===== config.mk =====
export PLATFORM = sky130hd
export DESIGN_NAME = hex_mem_arbiter
export DESIGN_NICKNAME = d
export VERILOG_FILES = /design/src/rtl/hex_mem_arbiter.sv
export SDC_FILE = /design/constraint.sdc
export NUM_CORES = 1
export LEC_CHECK = 0
export ABC_CLOCK_PERIOD_IN_PS = 2730
export BUFFER_PORTS_ARGS = -buffer_cell sky130_fd_sc_hd__buf_2
export CAP_MARGIN = 30
export CORE_AREA = 8 8 120 122
export CTS_BUF_LIST = sky130_fd_sc_hd__clkbuf_8
export DETAILED_ROUTE_END_ITERATION = 7
export DIE_AREA = 0 0 128 130
export GPL_TIMING_DRIVEN = 0
export PLACE_DENSITY = 0.56
export SLEW_MARGIN = 10
export SYNTH_ARGS = -nofsm -noshare
export SYNTH_HDL_FRONTEND = slang
export SYNTH_SLANG_ARGS = --single-unit

===== constraint.sdc =====
create_clock -name i_clk -period 2.73 [get_ports i_clk]
set_input_delay 0.546 -clock i_clk [delete_from_list [all_inputs] [get_ports i_clk]]
set_output_delay 0.546 -clock i_clk [all_outputs]
set_load 0.005 [all_outputs]

===== src/rtl/hex_mem_arbiter.sv =====
// -----------------------------------------------------------------------------
// hex_mem_arbiter
//
// Shares the single-port, word-addressed hex memory between three requesters:
// the host/loader, the processor data path (LDAM/LDBM/STAM/LDAI/LDBI/STAI) and
// instruction fetch. The memory has a synchronous read with one cycle of
// latency, so at most one read is ever in flight; this block remembers which
// port issued it and steers the returning word back to that port only.
//
// Priority is fixed: host > data > fetch. A saturating counter tracks how many
// consecutive cycles fetch has been requesting without a grant; once it
// reaches STARVE_LIMIT, fetch is promoted above data (never above host).
//
// Handshake (all three ports):
//   A requester raises req with its fields and holds them stable until it
//   sees gnt in the same cycle. gnt is combinational from the current req
//   inputs and registered state, and at most one gnt is asserted per cycle.
//   The accepted access is presented to the memory in the grant cycle.
//   Writes complete there and produce no response. A read granted in cycle N
//   returns rvalid=1 with rdata on the issuing port in cycle N+1 only; rdata
//   is zero whenever rvalid is low. Dropping req before gnt is legal and
//   issues nothing.
//
// Ports:
//   i_clk, i_rst          clock; asynchronous active-high reset
//   i_host_*              host request (req/we/addr/wdata)
//   o_host_*              host grant, read valid, read data
//   i_data_*              processor data request (req/we/addr/wdata)
//   o_data_*              data grant, read valid, read data
//   i_fetch_req/addr      instruction fetch read request
//   o_fetch_*             fetch grant, read valid, read data
//   o_mem_en/we/addr/wdata  memory strobe and access fields (0 when idle)
//   i_mem_rdata           memory read data, valid the cycle after a read
//   o_dbg_owner           pending-read owner state (NONE/HOST/DATA/FETCH)
//   o_dbg_starve_cnt      fetch starvation counter
// -----------------------------------------------------------------------------
module hex_mem_arbiter #(
  parameter int ADDR_WIDTH   = 19,
  parameter int DATA_WIDTH   = 32,
  parameter int STARVE_LIMIT = 4
) (
  input  logic                  i_clk,
  input  logic                  i_rst,

  input  logic                  i_host_req,
  input  logic                  i_host_we,
  input  logic [ADDR_WIDTH-1:0] i_host_addr,
  input  logic [DATA_WIDTH-1:0] i_host_wdata,
  output logic                  o_host_gnt,
  output logic                  o_host_rvalid,
  output logic [DATA_WIDTH-1:0] o_host_rdata,

  input  logic                  i_data_req,
  input  logic                  i_data_we,
  input  logic [ADDR_WIDTH-1:0] i_data_addr,
  input  logic [DATA_WIDTH-1:0] i_data_wdata,
  output logic                  o_data_gnt,
  output logic                  o_data_rvalid,
  output logic [DATA_WIDTH-1:0] o_data_rdata,

  input  logic                  i_fetch_req,
  input  logic [ADDR_WIDTH-1:0] i_fetch_addr,
  output logic                  o_fetch_gnt,
  output logic                  o_fetch_rvalid,
  output logic [DATA_WIDTH-1:0] o_fetch_rdata,

  output logic                  o_mem_en,
  output logic                  o_mem_we,
  output logic [ADDR_WIDTH-1:0] o_mem_addr,
  output logic [DATA_WIDTH-1:0] o_mem_wdata,
  input  logic [DATA_WIDTH-1:0] i_mem_rdata,

  output logic [1:0]            o_dbg_owner,
  output logic [3:0]            o_dbg_starve_cnt
);

  // Owner of the single outstanding read.
  typedef enum logic [1:0] {
    OWN_NONE  = 2'd0,
    OWN_HOST  = 2'd1,
    OWN_DATA  = 2'd2,
    OWN_FETCH = 2'd3
  } owner_t;

  localparam logic [3:0] STARVE_MAX = 4'(STARVE_LIMIT);

  owner_t     owner_q;
  owner_t     owner_nxt;
  logic [3:0] starve_cnt_q;
  logic [3:0] starve_cnt_nxt;

  logic       promoted;
  logic       host_win;
  logic       data_win;
  logic       fetch_win;

  // ---------------------------------------------------------------------------
  // State register
  // ---------------------------------------------------------------------------
  always_ff @(posedge i_clk or posedge i_rst) begin
    if (i_rst) begin
      owner_q      <= OWN_NONE;
      starve_cnt_q <= 4'd0;
    end else begin
      owner_q      <= owner_nxt;
      starve_cnt_q <= starve_cnt_nxt;
    end
  end

  // ---------------------------------------------------------------------------
  // Arbitration and next state
  // ---------------------------------------------------------------------------
  always_comb begin
    host_win       = 1'b0;
    data_win       = 1'b0;
    fetch_win      = 1'b0;
    owner_nxt      = OWN_NONE;
    starve_cnt_nxt = starve_cnt_q;

    promoted = (starve_cnt_q == STARVE_MAX);

    // Grants are suppressed while reset is held so every output reads 0 the
    // instant reset asserts, even if requesters keep their req lines high.
    if (!i_rst) begin
      if (i_host_req) begin
        host_win = 1'b1;
      end else if (i_fetch_req && promoted) begin
        fetch_win = 1'b1;
      end else if (i_data_req) begin
        data_win = 1'b1;
      end else if (i_fetch_req) begin
        fetch_win = 1'b1;
      end
    end

    // Only reads leave something outstanding; a write grant or an idle cycle
    // returns the owner to NONE, which also retires the previous read.
    if (host_win && !i_host_we) begin
      owner_nxt = OWN_HOST;
    end else if (data_win && !i_data_we) begin
      owner_nxt = OWN_DATA;
    end else if (fetch_win) begin
      owner_nxt = OWN_FETCH;
    end

    // Counts consecutive denied fetch cycles, including cycles lost to host
    // while promoted, and holds at the limit so promotion persists until
    // fetch finally wins or withdraws.
    if (!i_fetch_req || fetch_win) begin
      starve_cnt_nxt = 4'd0;
    end else if (starve_cnt_q != STARVE_MAX) begin
      starve_cnt_nxt = starve_cnt_q + 4'd1;
    end
  end

  // ---------------------------------------------------------------------------
  // Outputs
  // ---------------------------------------------------------------------------
  always_comb begin
    o_host_gnt     = host_win;
    o_data_gnt     = data_win;
    o_fetch_gnt    = fetch_win;

    o_mem_en       = 1'b0;
    o_mem_we       = 1'b0;
    o_mem_addr     = '0;
    o_mem_wdata    = '0;

    if (host_win) begin
      o_mem_en    = 1'b1;
      o_mem_we    = i_host_we;
      o_mem_addr  = i_host_addr;
      o_mem_wdata = i_host_wdata;
    end else if (data_win) begin
      o_mem_en    = 1'b1;
      o_mem_we    = i_data_we;
      o_mem_addr  = i_data_addr;
      o_mem_wdata = i_data_wdata;
    end else if (fetch_win) begin
      o_mem_en    = 1'b1;
      o_mem_we    = 1'b0;
      o_mem_addr  = i_fetch_addr;
      o_mem_wdata = '0;
    end

    // The registered owner marks the cycle in which i_mem_rdata carries the
    // word for the read granted one cycle earlier.
    o_host_rvalid  = (owner_q == OWN_HOST);
    o_data_rvalid  = (owner_q == OWN_DATA);
    o_fetch_rvalid = (owner_q == OWN_FETCH);

    o_host_rdata   = o_host_rvalid  ? i_mem_rdata : '0;
    o_data_rdata   = o_data_rvalid  ? i_mem_rdata : '0;
    o_fetch_rdata  = o_fetch_rvalid ? i_mem_rdata : '0;

    o_dbg_owner      = owner_q;
    o_dbg_starve_cnt = starve_cnt_q;
  end

endmodule


# [After elaboration in Yosys (flattened, before gate mapping)]
# Index checks and enable logic that the tools add are counted.
[classes] eq_ne=5 multipliers=0 n_lt_le_gt_ge=0 div_mod_pow=0 bitwise_logic=0 n_reduce_logical=8 shifts=0 n_addsub=1 n_mux=29
[ops] cell="$mux 32" n=5
[ops] cell="$mux 19" n=3
[ops] cell="$mux 1" n=16
[ops] cell="$mux 4" n=2
[ops] cell="$mux 2" n=3
[ops] cell="$add 4x1->4 const B" n=1
[ops] cell="$eq 2x2->1 const B" n=2
[ops] cell="$eq 4x3->1 const B" n=1
[ops] cell="$ne 4x3->1 const B" n=1
[ops] cell="$logic_and 1x1->1" n=3
[ops] cell="$logic_not 1->1" n=3
[ops] cell="$eq 2x1->1 const B" n=1
[ops] cell="$reduce_bool 2->1" n=1
[ops] cell="$logic_or 1x1->1" n=1
[word_totals] register_bits=6 mem_bits_ro=0 ramBits=0 latch_bits=0 output_inout_bits=161 mem_count=0

# [Logic depth before layout (Yosys ltp)]
# Gate-level depths: netlist of run 1.
[depth] word_depth=8 mapped_depth=6

# [Worst setup path after synthesis of run 1]
# Ideal clock, no wire load.
[synth_timing] kind="register to output" startpoint="register starve_cnt_q[0] (netlist: o_dbg_starve_cnt[0])" endpoint="output o_mem_addr[0]" arrival_ps=1621 path_buffers=1 path_slack_ps=563 path_stages_with_launch=7 required_ps=2184 cell_sequence="dfrtp_1 -> inv_1 -> ha_1 -> and3b_4 -> a211oi_4 -> buf_6 -> a221o_1"
[synth_via] elab_chain_len=8
[synth_rtl] element="from (decl)" line_no="89" rtl="logic [3:0] starve_cnt_q;"
[synth_rtl] element="from (signal assigned)" line_no="106" rtl="starve_cnt_q <= starve_cnt_nxt;"
[synth_rtl] element="$eq 4x3->1 *" line_no="120" rtl="promoted = (starve_cnt_q == STARVE_MAX);"
[synth_rtl] element="$logic_and 1x1->1 *" line_no="127" rtl="end else if (i_fetch_req && promoted) begin"
[synth_rtl] element="$mux 1" line_no="127"
[synth_rtl] element="$mux 1" line_no="125" rtl="if (i_host_req) begin"
[synth_rtl] element="$mux 1" line_no="124" rtl="if (!i_rst) begin"
[synth_rtl] element="$mux 19" line_no="179" rtl="end else if (fetch_win) begin"
[synth_rtl] element="$mux 19 *" line_no="174" rtl="end else if (data_win) begin"
[synth_rtl] element="$mux 19 *" line_no="169" rtl="if (host_win) begin"
[synth_rtl] element="to (decl)" line_no="69" rtl="output logic [ADDR_WIDTH-1:0] o_mem_addr,"
# Mark *: on every way between the ends. The rest lies on a longest branch, timed or not.

# [Worst setup path in the final report of run 1]
[layout_timing] startpoint="register starve_cnt_q[0] (netlist: o_dbg_starve_cnt[0])" endpoint="output o_mem_addr[8]"
# Same word-level chain as after synthesis.

==> results of run 1 <==
layer usage:
| layer | routed length [um] | global-route usage [%] |
|---|---|---|
| met4 | 280 | 4.266 |
| met1 | 4204 | 11.95 |
| met3 | 1380 | 4.896 |
| met5 | 0 | 0 |
| met2 | 6516 | 25.79 |
layout make-up:
type / instances / area, um2 / share of cell area [%]
Buffer: 25 / 141.4 / 3.895
Timing Repair Buffer: 324 / 1644 / 45.29
Clock buffer: 3 / 41.29 / 1.138
Tap cell: 172 / 215.2 / 5.929
Multi-Input combinational cell: 194 / 1411 / 38.88
Sequential cell: 6 / 150.1 / 4.137
Inverter: 7 / 26.28 / 0.7239
per-stage QoR:
stage	hold slack [ns]	cells	power, mW
global placement	0.5071	724	0.5812
global route	0.2829	731	0.7667
finish	0.2679	731	0.7103
CTS	0.2723	729	0.7215
detailed placement	0.5037	724	0.5820
floorplan	0.3370	232	0.2965
report_power, final:
group          internal, mW  leakage [nW]  switching, mW
sequential           0.0988        0.0803         0.0148
clock                0.0945        0.0216         0.0356
combinational         0.248          2.30          0.219
timing repair:
item | in CTS | in global routing
gates resized for setup | 2 | 0
buffers inserted | 2 | 2
setup endpoints to repair | 41 | 11
pin swaps | 1 | 1
worst min-delay path by stage:
| stage | startpoint | to | slack [ns] | depth (start not counted) |
|---|---|---|---|---|
| 2_1_floorplan | i_rst | o_dbg_owner[0] | 0.34 | 1 |
| 3_3_place_gp | i_rst | o_dbg_starve_cnt[3] | 0.51 | 2 |
| 3_5_place_dp | i_rst | o_dbg_starve_cnt[3] | 0.50 | 2 |
| 4_1_cts | i_rst | o_dbg_starve_cnt[3] | 0.27 | 2 |
| 5_1_grt | i_rst | o_dbg_starve_cnt[3] | 0.28 | 2 |
| 6_report | i_rst | o_dbg_starve_cnt[3] | 0.27 | 2 |
sequential cells by signal, summed over array words and instances, names as in the netlist:
| name | count |
|---|---|
| o_dbg_starve_cnt | 4 |
| o_dbg_owner | 2 |
cell usage in the layout (no fill, tap or decap), types with 2 or more instances in the layout:
master,n
dfrtp_1,6
a221o_1,19
and2_1,84
a21o_1,2
clkbuf_8,3
nand2_1,4
buf_6,5
a211oi_4,2
buf_4,4
clkbuf_1,14
ha_1,2
nor2b_1,3
nor3_1,2
buf_2,325
a22o_1,33
inv_1,7
and3_1,32
worst max-delay path, stage by stage, from the launching register on:
cell	delay [ns]
dfrtp_1	0.42
inv_1	0.10
ha_1	0.17
nand3b_1	0.18
a211oi_4	0.35
buf_2	0.28
a221o_1	0.21
buf_2	0.12
kinds of logic after synthesis:
kind of cell | after synthesis | synth area share, %
AND/OR/NAND/NOR | 130 | 46.94
AO/OA/AOI/OAI | 60 | 32.24
buffers and inverters | 32 | 9.607
flip-flops | 6 | 8.733
XOR/XNOR | 2 | 1.019
adder cells (fa/ha/maj) | 2 | 1.455
==> results.py, run 1 <==
metrics = {
    "global_routing": {
        "grt_pass1_vias": 3180,
        "grt_max_degree": 11,
        "grt_overflow": 0,
        "antenna_found_initial": 0,
        "grt_use_total_pct": 13.02,
        "grt_first_pass_wirelength_um": 17230,
    },
    "detailed_routing": {
        "ant_nets": 0,
        "route.detailed.drc": 0,
        "detail_route.iter0.violations": 57,
        "wire_per_inst_um": 16.94,
        "viasPerCell": 4.115,
        "drt_wl_total_um": 12380,
        "dr.pass1.iters": 4,
        "vias": 3008,
    },
    "power_and_ir_drop": {
        "ir_worst_vdd_v": 0.00009045,
        "leakagePower_nw": 2.399,
        "p_per_area_nw_per_um2": 195.7,
    },
    "sta": {
        "worstMarginPinSlew_ns": 0.4019,
        "hold_viol_final": 0,
        "fin_ws_ns": 0.1415,
        "finalCritPeriodShare_pct": 94.82,
        "rsz0062_at_grt": "no",
        "final.setup.tns_ns": 0,
        "setup_viol": 0,
        "slew_violations": 0,
        "slew_headroom_pct": 73.21,
        "fin_worst_skew_ns": 0.004659,
        "fin_crit_ns": 2.588,
        "max_clock_freq_mhz": 386.3,
    },
    "die": {
        "die_x_um": 128,
        "io_pins": 321,
        "die_height_um": 130,
        "start_util_pct": 13.85,
        "design.die.area_um2": 16640,
        "rows": 41,
        "core_area_um2": 12410,
    },
    "final_layout": {
        "drive_gt1_share_pct": 61.18,
        "stdcell_area_um2": 3630,
        "fill_cells": 1418,
        "nNetsFinal": 723,
        "area_delta_synth_final_pct": 111.1,
        "antennaDiodeCount": 0,
        "final_util_pct": 29.24,
    },
    "yosys": {
        "yosys_most_used_dff": "dfrtp_1",
        "synth_edf_count": 0,
        "yosysTopAreaCell": "and2_1",
        "async_reset_ff_share_pct": 100.0,
        "syn-cell-area_um2": 1719,
        "synth_area_leaders": "and2_1 31%, a22o_1 17%, and3_1 12%",
        "yosys.area.top_type_share_pct": 30.57,
        "syn-num-nets": 394,
        "yosysMostFrequentCell": "and2_1",
        "synthTopCellsByCount": "84 x and2_1, 33 x a22o_1, 32 x and3_1",
        "syn_area_per_cell_um2": 7.410,
        "ys_warn_count": 0,
        "synth_seq_cells": 6,
        "synth_cells": 232,
        "synth-seq-area-share_pct": 8.734,
        "synth_cell_type_count": 27,
    },
    "clock_network": {
        "clockBufferDepth": 2,
        "numCtsBuffers": 3,
        "hold_buffers": 0,
        "clock-sinks": 6,
        "cts_tree": "yes",
        "cts_max_level": 1,
        "clkLatencyLatePin_ns": 0.22,
        "clkSlewWorstSetupHoldPaths_ns": 0.04,
        "clock-root-buffer": "clkbuf_8",
    },
    "placed_design": {
        "gp_congestion": 0.9218,
        "io_buffers": 320,
        "place_area_um2": 3536,
        "dp_slack_ns": 0.1303,
        "dp_hpwl_um": 11220,
    },
    "worst_setup_path": {
        "crit_end": "o_mem_addr[8]",
        "start_kind": "flip-flop",
        "regToRegStartpoint": "o_dbg_starve_cnt[0]",
        "cp-startpoint": "o_dbg_starve_cnt[0]",
        "cp_max_fo": 10,
        "endpoint_kind": "output port",
        "arrival_ns": 2.04,
        "required_ns": 2.18,
        "timing.rr.end": "o_dbg_owner[1]",
        "reg2reg_depth": 7,
        "r2r_setup_slack_ns": 1.03,
        "crit_type": "flip-flop to output port",
    },
    "job": {
        "drv_cap": 0,
    },
    "status": {
        "status": "finished clean",
    },
    "min_path": {
        "hp-class": "input port to async pin",
    },
}
Note: power is estimated with default switching activity, not from simulation.
==> run 2: changes to the inputs <==
--- a/config.mk
+++ b/config.mk
@@ -5,6 +5,7 @@
 export SDC_FILE = /design/constraint.sdc
 export NUM_CORES = 1
 export LEC_CHECK = 0
+export ABC_AREA = 1
 export ABC_CLOCK_PERIOD_IN_PS = 2730
 export BUFFER_PORTS_ARGS = -buffer_cell sky130_fd_sc_hd__buf_2
 export CAP_MARGIN = 30
@@ -13,6 +14,7 @@
 export DETAILED_ROUTE_END_ITERATION = 7
 export DIE_AREA = 0 0 128 130
 export GPL_TIMING_DRIVEN = 0
+export HOLD_SLACK_MARGIN = 0.02
 export PLACE_DENSITY = 0.56
 export SLEW_MARGIN = 10
 export SYNTH_ARGS = -nofsm -noshare
==> run 2 against run 1 <==
  * First-iteration DRC count rose by 58%
  * Sequential share of layout area rose by 0.14 points
  * Total power fell by 3.4%
  * Synthesized area fell by 3.6%
  * Sequential cell count did not move
  * Sequential power barely moved
  * Worst setup slack improved by 0.15 ns
  * Worst hold slack improved by 0.020 ns
  * Register-to-register slack improved by 0.31 ns
  * Synthesized cell count rose by 61%
  * Clock-buffer cell count did not move
  * Wire length rose by 0.69%
==> results.py, run 2 <==
metrics = {
    "detailed_routing": {
        "viasPerCell": 3.810,
        "drt_wl_total_um": 12470,
        "vias": 3307,
        "wire_per_inst_um": 14.36,
        "route.detailed.drc": 0,
        "detail_route.iter0.violations": 90,
        "ant_nets": 0,
        "dr.pass1.iters": 4,
    },
    "yosys": {
        "synth_area_leaders": "nand2_1 38%, nor2_1 22%, inv_1 9.5%",
        "ys_warn_count": 0,
        "syn-num-nets": 535,
        "synth_cell_type_count": 19,
        "syn_area_per_cell_um2": 4.441,
        "synthTopCellsByCount": "167 x nand2_1, 98 x nor2_1, 42 x inv_1",
        "synth-seq-area-share_pct": 9.063,
        "synth_cells": 373,
        "synth_edf_count": 0,
        "yosysMostFrequentCell": "nand2_1",
        "synth-adder-area-share_pct": 1.511,
        "synth_top_family_by_area": "simple AND/OR/NAND/NOR gates",
        "yosys_most_used_dff": "dfrtp_1",
        "synth-simple-area-share_pct": 69.49,
        "yosysTopAreaCell": "nand2_1",
        "yosys.area.top_type_share_pct": 37.84,
        "muxShareOfSynthArea_pct": 0,
        "synth_xor_area_share_pct": 1.057,
        "synth_compound_area_share_pct": 1.737,
        "synth_seq_cells": 6,
        "syn-cell-area_um2": 1657,
        "async_reset_ff_share_pct": 100.0,
    },
    "die": {
        "design.die.area_um2": 16640,
        "io_pins": 321,
        "core_area_um2": 12410,
        "start_util_pct": 13.34,
        "rows": 41,
        "die_x_um": 128,
        "die_height_um": 130,
    },
    "clock_network": {
        "cts_tree": "yes",
        "cts_resized": 0,
        "cts_max_level": 1,
        "clkSlewWorstSetupHoldPaths_ns": 0.04,
        "numCtsBuffers": 3,
        "cts_setup_buffers": 0,
        "clkLatencyLatePin_ns": 0.22,
        "clock-root-buffer": "clkbuf_8",
        "clockBufferDepth": 2,
        "clock-sinks": 6,
        "hold_buffers": 0,
    },
    "sta": {
        "final.setup.tns_ns": 0,
        "slew_headroom_pct": 66.68,
        "max_clock_freq_mhz": 410.0,
        "finalCritPeriodShare_pct": 89.34,
        "fin_crit_ns": 2.439,
        "setup_viol": 0,
        "fin_worst_skew_ns": 0.002226,
        "rsz0062_at_grt": "no",
        "worstMarginPinSlew_ns": 0.4998,
        "slew_violations": 0,
        "hold_viol_final": 0,
    },
    "worst_setup_path": {
        "endpoint_kind": "output port",
        "cp-startpoint": "o_dbg_starve_cnt[0]",
        "start_kind": "flip-flop",
        "crit_type": "flip-flop to output port",
        "regToRegStartpoint": "o_dbg_starve_cnt[0]",
        "required_ns": 2.18,
        "arrival_ns": 1.89,
        "cp_max_fo": 10,
    },
    "global_routing": {
        "grt_use_total_pct": 13.44,
        "grt_max_degree": 11,
        "antenna_found_initial": 0,
        "grt_pass1_vias": 3300,
        "grt_overflow": 0,
        "grt_first_pass_wirelength_um": 18000,
    },
    "final_layout": {
        "drive_gt1_share_pct": 48.85,
        "final_util_pct": 28.31,
        "layout_commonest_cell": "buf_2",
        "stdcell_area_um2": 3515,
        "antennaDiodeCount": 0,
        "nNetsFinal": 860,
        "largest_reg_flops": 4,
        "layoutNonFillerInstCount": 868,
        "area_delta_synth_final_pct": 112.2,
        "layout_common_cells": "325 x buf_2, 167 x nand2_1, 98 x nor2_1, 42 x inv_1, 23 x nand3_1",
        "fill_cells": 1525,
    },
    "job": {
        "drv_cap": 0,
    },
    "placed_design": {
        "io_buffers": 320,
        "place_area_um2": 3473,
        "placed_cells": 865,
        "dp_hpwl_um": 11210,
        "gp_congestion": 0.8101,
    },
    "status": {
        "status": "finished clean",
    },
    "min_path": {
        "hp-class": "input port to async pin",
    },
    "power_and_ir_drop": {
        "leakagePower_nw": 2.595,
        "p_per_area_nw_per_um2": 195.2,
        "ir_worst_vdd_v": 0.0001029,
    },
}
run 2: changes by cell type after synthesis, moves of 5 or more:
cell,delta
clkbuf_1,-5
a22o_1,-33
and2_1,-84
and3_1,-32
buf_4,+5
inv_1,+35
a221o_1,-19
nand2_1,+163
nand3_1,+22
nor2_1,+97
run 2: power breakdown:
part	total (mW)	switching, mW	internal (mW)
clock network	0.131	0.0362	0.0946
logic	0.439	0.230	0.209
registers	0.116	0.0159	0.100
total	0.686	0.282	0.404
run 2: routing by layer:
metal  wire [um]  share of wire (%)  up-vias  GRT usage [%]
met3        1578                 13        8          5.712
met5           0                  0        -              0
met4         161                1.3        0          2.867
met2        5910                 47      204          24.39
met1        4817                 39     1355          14.22
li1            -                  -     1740              -
run 2: layout make-up:
cell class / count / area, um2 / share of cell area [%]
well taps: 172 / 215.2 / 6.123
flip-flops and latches: 6 / 150.1 / 4.272
multi-input cells: 302 / 1222 / 34.78
plain buffers: 21 / 118.9 / 3.382
clock buffers: 3 / 41.29 / 1.175
inverters: 44 / 165.2 / 4.699
repair buffers: 320 / 1602 / 45.57
run 2: path summary, 6_finish.rpt:
| kind | cells after the start | slack [ns] | to |
|---|---|---|---|
| max in group asynchronous | 2 | 2.20 | o_dbg_owner[1] |
| setup reg to reg | 7 | 1.34 | o_dbg_starve_cnt[1] |
| hold / removal | 2 | 0.29 | o_dbg_starve_cnt[1] |
| hold reg to reg | 2 | 0.58 | o_dbg_starve_cnt[0] |
| setup / recovery | 9 | 0.29 | o_mem_wdata[29] |
| min in group i_clk | 2 | 0.57 | o_dbg_owner[1] |
run 2: critical path: stages, from the launching register on:
cell	delay, ns
dfrtp_1	0.42
inv_1	0.09
ha_1	0.23
nand4_1	0.12
nand2_1	0.13
inv_2	0.20
buf_4	0.22
nand2_1	0.06
nand2_1	0.08
buf_2	0.12
run 2: per-stage QoR:
| stage | worst slack, ns | power (mW) | hold slack, ns |
|---|---|---|---|
| floorplan | 0.8820 | 0.2891 | 0.3617 |
| global placement | 0.2802 | 0.5632 | 0.5293 |
| detailed placement | 0.2583 | 0.5645 | 0.5302 |
| CTS | 0.2481 | 0.6999 | 0.2949 |
| global route | 0.1053 | 0.7548 | 0.3121 |
| finish | 0.2909 | 0.6860 | 0.2878 |
run 2: kinds of logic after synthesis:
kind of cell | after synthesis
and+or+nand+nor | 293
AOI/OAI and AO/OA | 5
buffers and inverters | 65
xor gates and xnor gates | 2
adders and majority gates | 2
DFF | 6
==> run 3: changes to the inputs <==
--- a/config.mk
+++ b/config.mk
@@ -6,16 +6,16 @@
 export NUM_CORES = 1
 export LEC_CHECK = 0
 export ABC_AREA = 1
-export ABC_CLOCK_PERIOD_IN_PS = 2730
+export ABC_CLOCK_PERIOD_IN_PS = 2029
 export BUFFER_PORTS_ARGS = -buffer_cell sky130_fd_sc_hd__buf_2
 export CAP_MARGIN = 30
-export CORE_AREA = 8 8 120 122
+export CORE_AREA = 8 8 118 120
 export CTS_BUF_LIST = sky130_fd_sc_hd__clkbuf_8
 export DETAILED_ROUTE_END_ITERATION = 7
-export DIE_AREA = 0 0 128 130
+export DIE_AREA = 0 0 126 128
 export GPL_TIMING_DRIVEN = 0
 export HOLD_SLACK_MARGIN = 0.02
-export PLACE_DENSITY = 0.56
+export PLACE_DENSITY = 0.59
 export SLEW_MARGIN = 10
 export SYNTH_ARGS = -nofsm -noshare
 export SYNTH_HDL_FRONTEND = slang
==> constraint.sdc (replaced) <==
create_clock -name i_clk -period 2.03 [get_ports i_clk]
set_input_delay 0.406 -clock i_clk [delete_from_list [all_inputs] [get_ports i_clk]]
set_output_delay 0.406 -clock i_clk [all_outputs]
set_load 0.005 [all_outputs]
==> run 3 against run 2 <==
  * Cell count down 0.58%
  * First-iteration DRC count up 22%
  * Utilization up 2.9 points
  * Clock-buffer cell count unchanged
  * Worst hold slack worse by 0.16 ns
  * The run now ends with negative setup slack left
  * Via count up 4.1%
==> results.py, run 3 (synthesis gave the netlist of run 2 again) <==
metrics = {
    "placed_design": {
        "dp_hpwl_um": 11420,
        "place_area_um2": 3446,
        "dp_slack_ns": -0.1501,
        "io_buffers": 320,
        "gp_congestion": 0.8376,
    },
    "worst_setup_path": {
        "arrival_ns": 1.63,
        "reg2reg_depth": 13,
        "cp_max_fo": 10,
        "start_kind": "flip-flop",
        "crit_type": "flip-flop to output port",
        "regToRegStartpoint": "o_dbg_starve_cnt[1]",
        "timing.rr.end": "o_dbg_starve_cnt[0]",
        "required_ns": 1.62,
        "r2r_setup_slack_ns": 0.06,
        "endpoint_kind": "output port",
    },
    "global_routing": {
        "grt_first_pass_wirelength_um": 19260,
        "grt_pass1_vias": 3487,
        "grt_max_degree": 11,
        "antenna_found_initial": 2,
        "grt_overflow": 0,
        "grt_use_total_pct": 14.79,
    },
    "final_layout": {
        "stdcell_area_um2": 3805,
        "drive_gt1_share_pct": 53.93,
        "layout_common_cells": "320 x buf_2, 153 x nand2_1, 98 x nor2_1, 39 x inv_1, 17 x nand3_1",
        "nNetsFinal": 876,
        "multiInputGateArea_um2": 1324,
        "fill_cells": 1426,
        "layout_commonest_cell": "buf_2",
        "layout.area.seq_um2": 150.1,
        "area_delta_synth_final_pct": 129.7,
        "largest_reg_flops": 4,
    },
    "detailed_routing": {
        "route.detailed.drc": 0,
        "viasPerCell": 3.988,
        "ant_nets": 0,
        "vias": 3442,
        "detail_route.iter0.violations": 110,
        "wire_per_inst_um": 15.22,
        "dr.pass1.iters": 4,
        "drt_wl_total_um": 13140,
    },
    "die": {
        "core_area_um2": 12210,
        "die_height_um": 128,
        "start_util_pct": 13.57,
        "rows": 41,
        "design.die.area_um2": 16130,
        "io_pins": 321,
        "die_x_um": 126,
    },
    "clock_network": {
        "cts_max_level": 1,
        "clkSlewWorstSetupHoldPaths_ns": 0.04,
        "clock-sinks": 6,
        "cts_tree": "yes",
        "clockBufferDepth": 2,
        "clkLatencyLatePin_ns": 0.22,
        "clock-root-buffer": "clkbuf_8",
        "numCtsBuffers": 3,
    },
    "power_and_ir_drop": {
        "leakagePower_nw": 2.739,
        "design_power_total_mw": 1.025,
        "ir_worst_vdd_v": 0.0001864,
        "p_per_area_nw_per_um2": 269.4,
    },
    "sta": {
        "slew_headroom_pct": 71.89,
        "finalCritPeriodShare_pct": 100.5,
        "hold_viol_final": 0,
        "worstMarginPinSlew_ns": 0.4216,
        "max_clock_freq_mhz": 490.0,
        "rsz0062_at_grt": "yes",
        "slew_violations": 0,
        "fin_worst_skew_ns": 0.0005549,
        "setup_viol": 3,
        "fin_ws_ns": -0.01078,
        "final.setup.tns_ns": -0.02569,
        "fin_crit_ns": 2.041,
    },
    "job": {
        "drv_cap": 0,
    },
    "status": {
        "status": "complete, but fails checks",
        "failed_checks": "negative setup slack",
    },
    "min_path": {
        "hp-class": "input port to async pin",
    },
}
[run 3: changes by cell type in the layout (fill, tap and decap cells not counted), sizes merged]
cell / delta
clkbuf: +1
clkinvlp: +1
buf: +15
inv: -1
diode: +1
[run 3: repair_timing]
action,CTS,global route
setup buffers,13,1
gates cloned,2,0
endpoints found under the hold margin,0,0
hold buffers,0,0
setup endpoints to repair,54,77
gates resized for setup,26,30
pin swaps,9,1
[run 3: worst max path at each step]
stage                             start         endpoint  slack (ns)  depth (start not counted)
floorplan           o_dbg_starve_cnt[0]  o_mem_wdata[22]        0.37                          8
global placement                  i_rst    o_mem_addr[8]       -0.15                          8
detailed placement                i_rst   o_mem_wdata[7]       -0.15                          8
CTS                               i_rst    o_mem_addr[8]       -0.01                          8
global route        o_dbg_starve_cnt[0]    o_mem_addr[8]       -0.11                          9
finish              o_dbg_starve_cnt[1]    o_mem_addr[8]       -0.01                          9
[run 3: worst max-delay path, cell delays in order (launching register included)]
cell and delay [ns]:
dfrtp_1 0.39, inv_2 0.08, ha_4 0.15, nand4_1 0.13, nand2_2 0.15, inv_6 0.07
buf_8 0.14, nand2_1 0.06, nand3_1 0.09, buf_2 0.14
[run 3: stage by stage]
step / hold WS (ns) / util (%) / cells
floorplan: 0.2217 / - / 373
global placement: 0.3814 / 28.22 / 843
detailed placement: 0.3897 / 28.22 / 843
CTS: 0.1173 / 30.36 / 861
global route: 0.1374 / 31.16 / 863
finish: 0.1245 / 31.16 / 863
[run 3: cell type report]
class / instances / share of cell area (%)
Antenna cell: 1 / 0.06577
Buffer: 21 / 4.143
Sequential cell: 6 / 3.946
Clock buffer: 3 / 1.085
Inverter: 44 / 4.571
Multi-Input combinational cell: 302 / 34.79
Tap cell: 150 / 4.933
Timing Repair Buffer: 336 / 46.47
[run 3: report_power, final]
| part | switching (mW) | internal (mW) | leakage [nW] |
|---|---|---|---|
| Combinational | 0.354 | 0.341 | 2.64 |
| Clock | 0.0497 | 0.127 | 0.0216 |
| Sequential | 0.0181 | 0.135 | 0.0802 |
| Total | 0.422 | 0.603 | 2.74 |
[run 3: routing by layer]
metal / global-route usage, % / up-vias / share of wire (%)
li1: - / 1776 / -
met1: 15.24 / 1448 / 38
met2: 27.88 / 208 / 50
met3: 6.697 / 8 / 12
met4: 1.132 / 2 / 0.27
met5: 0 / - / 0.12
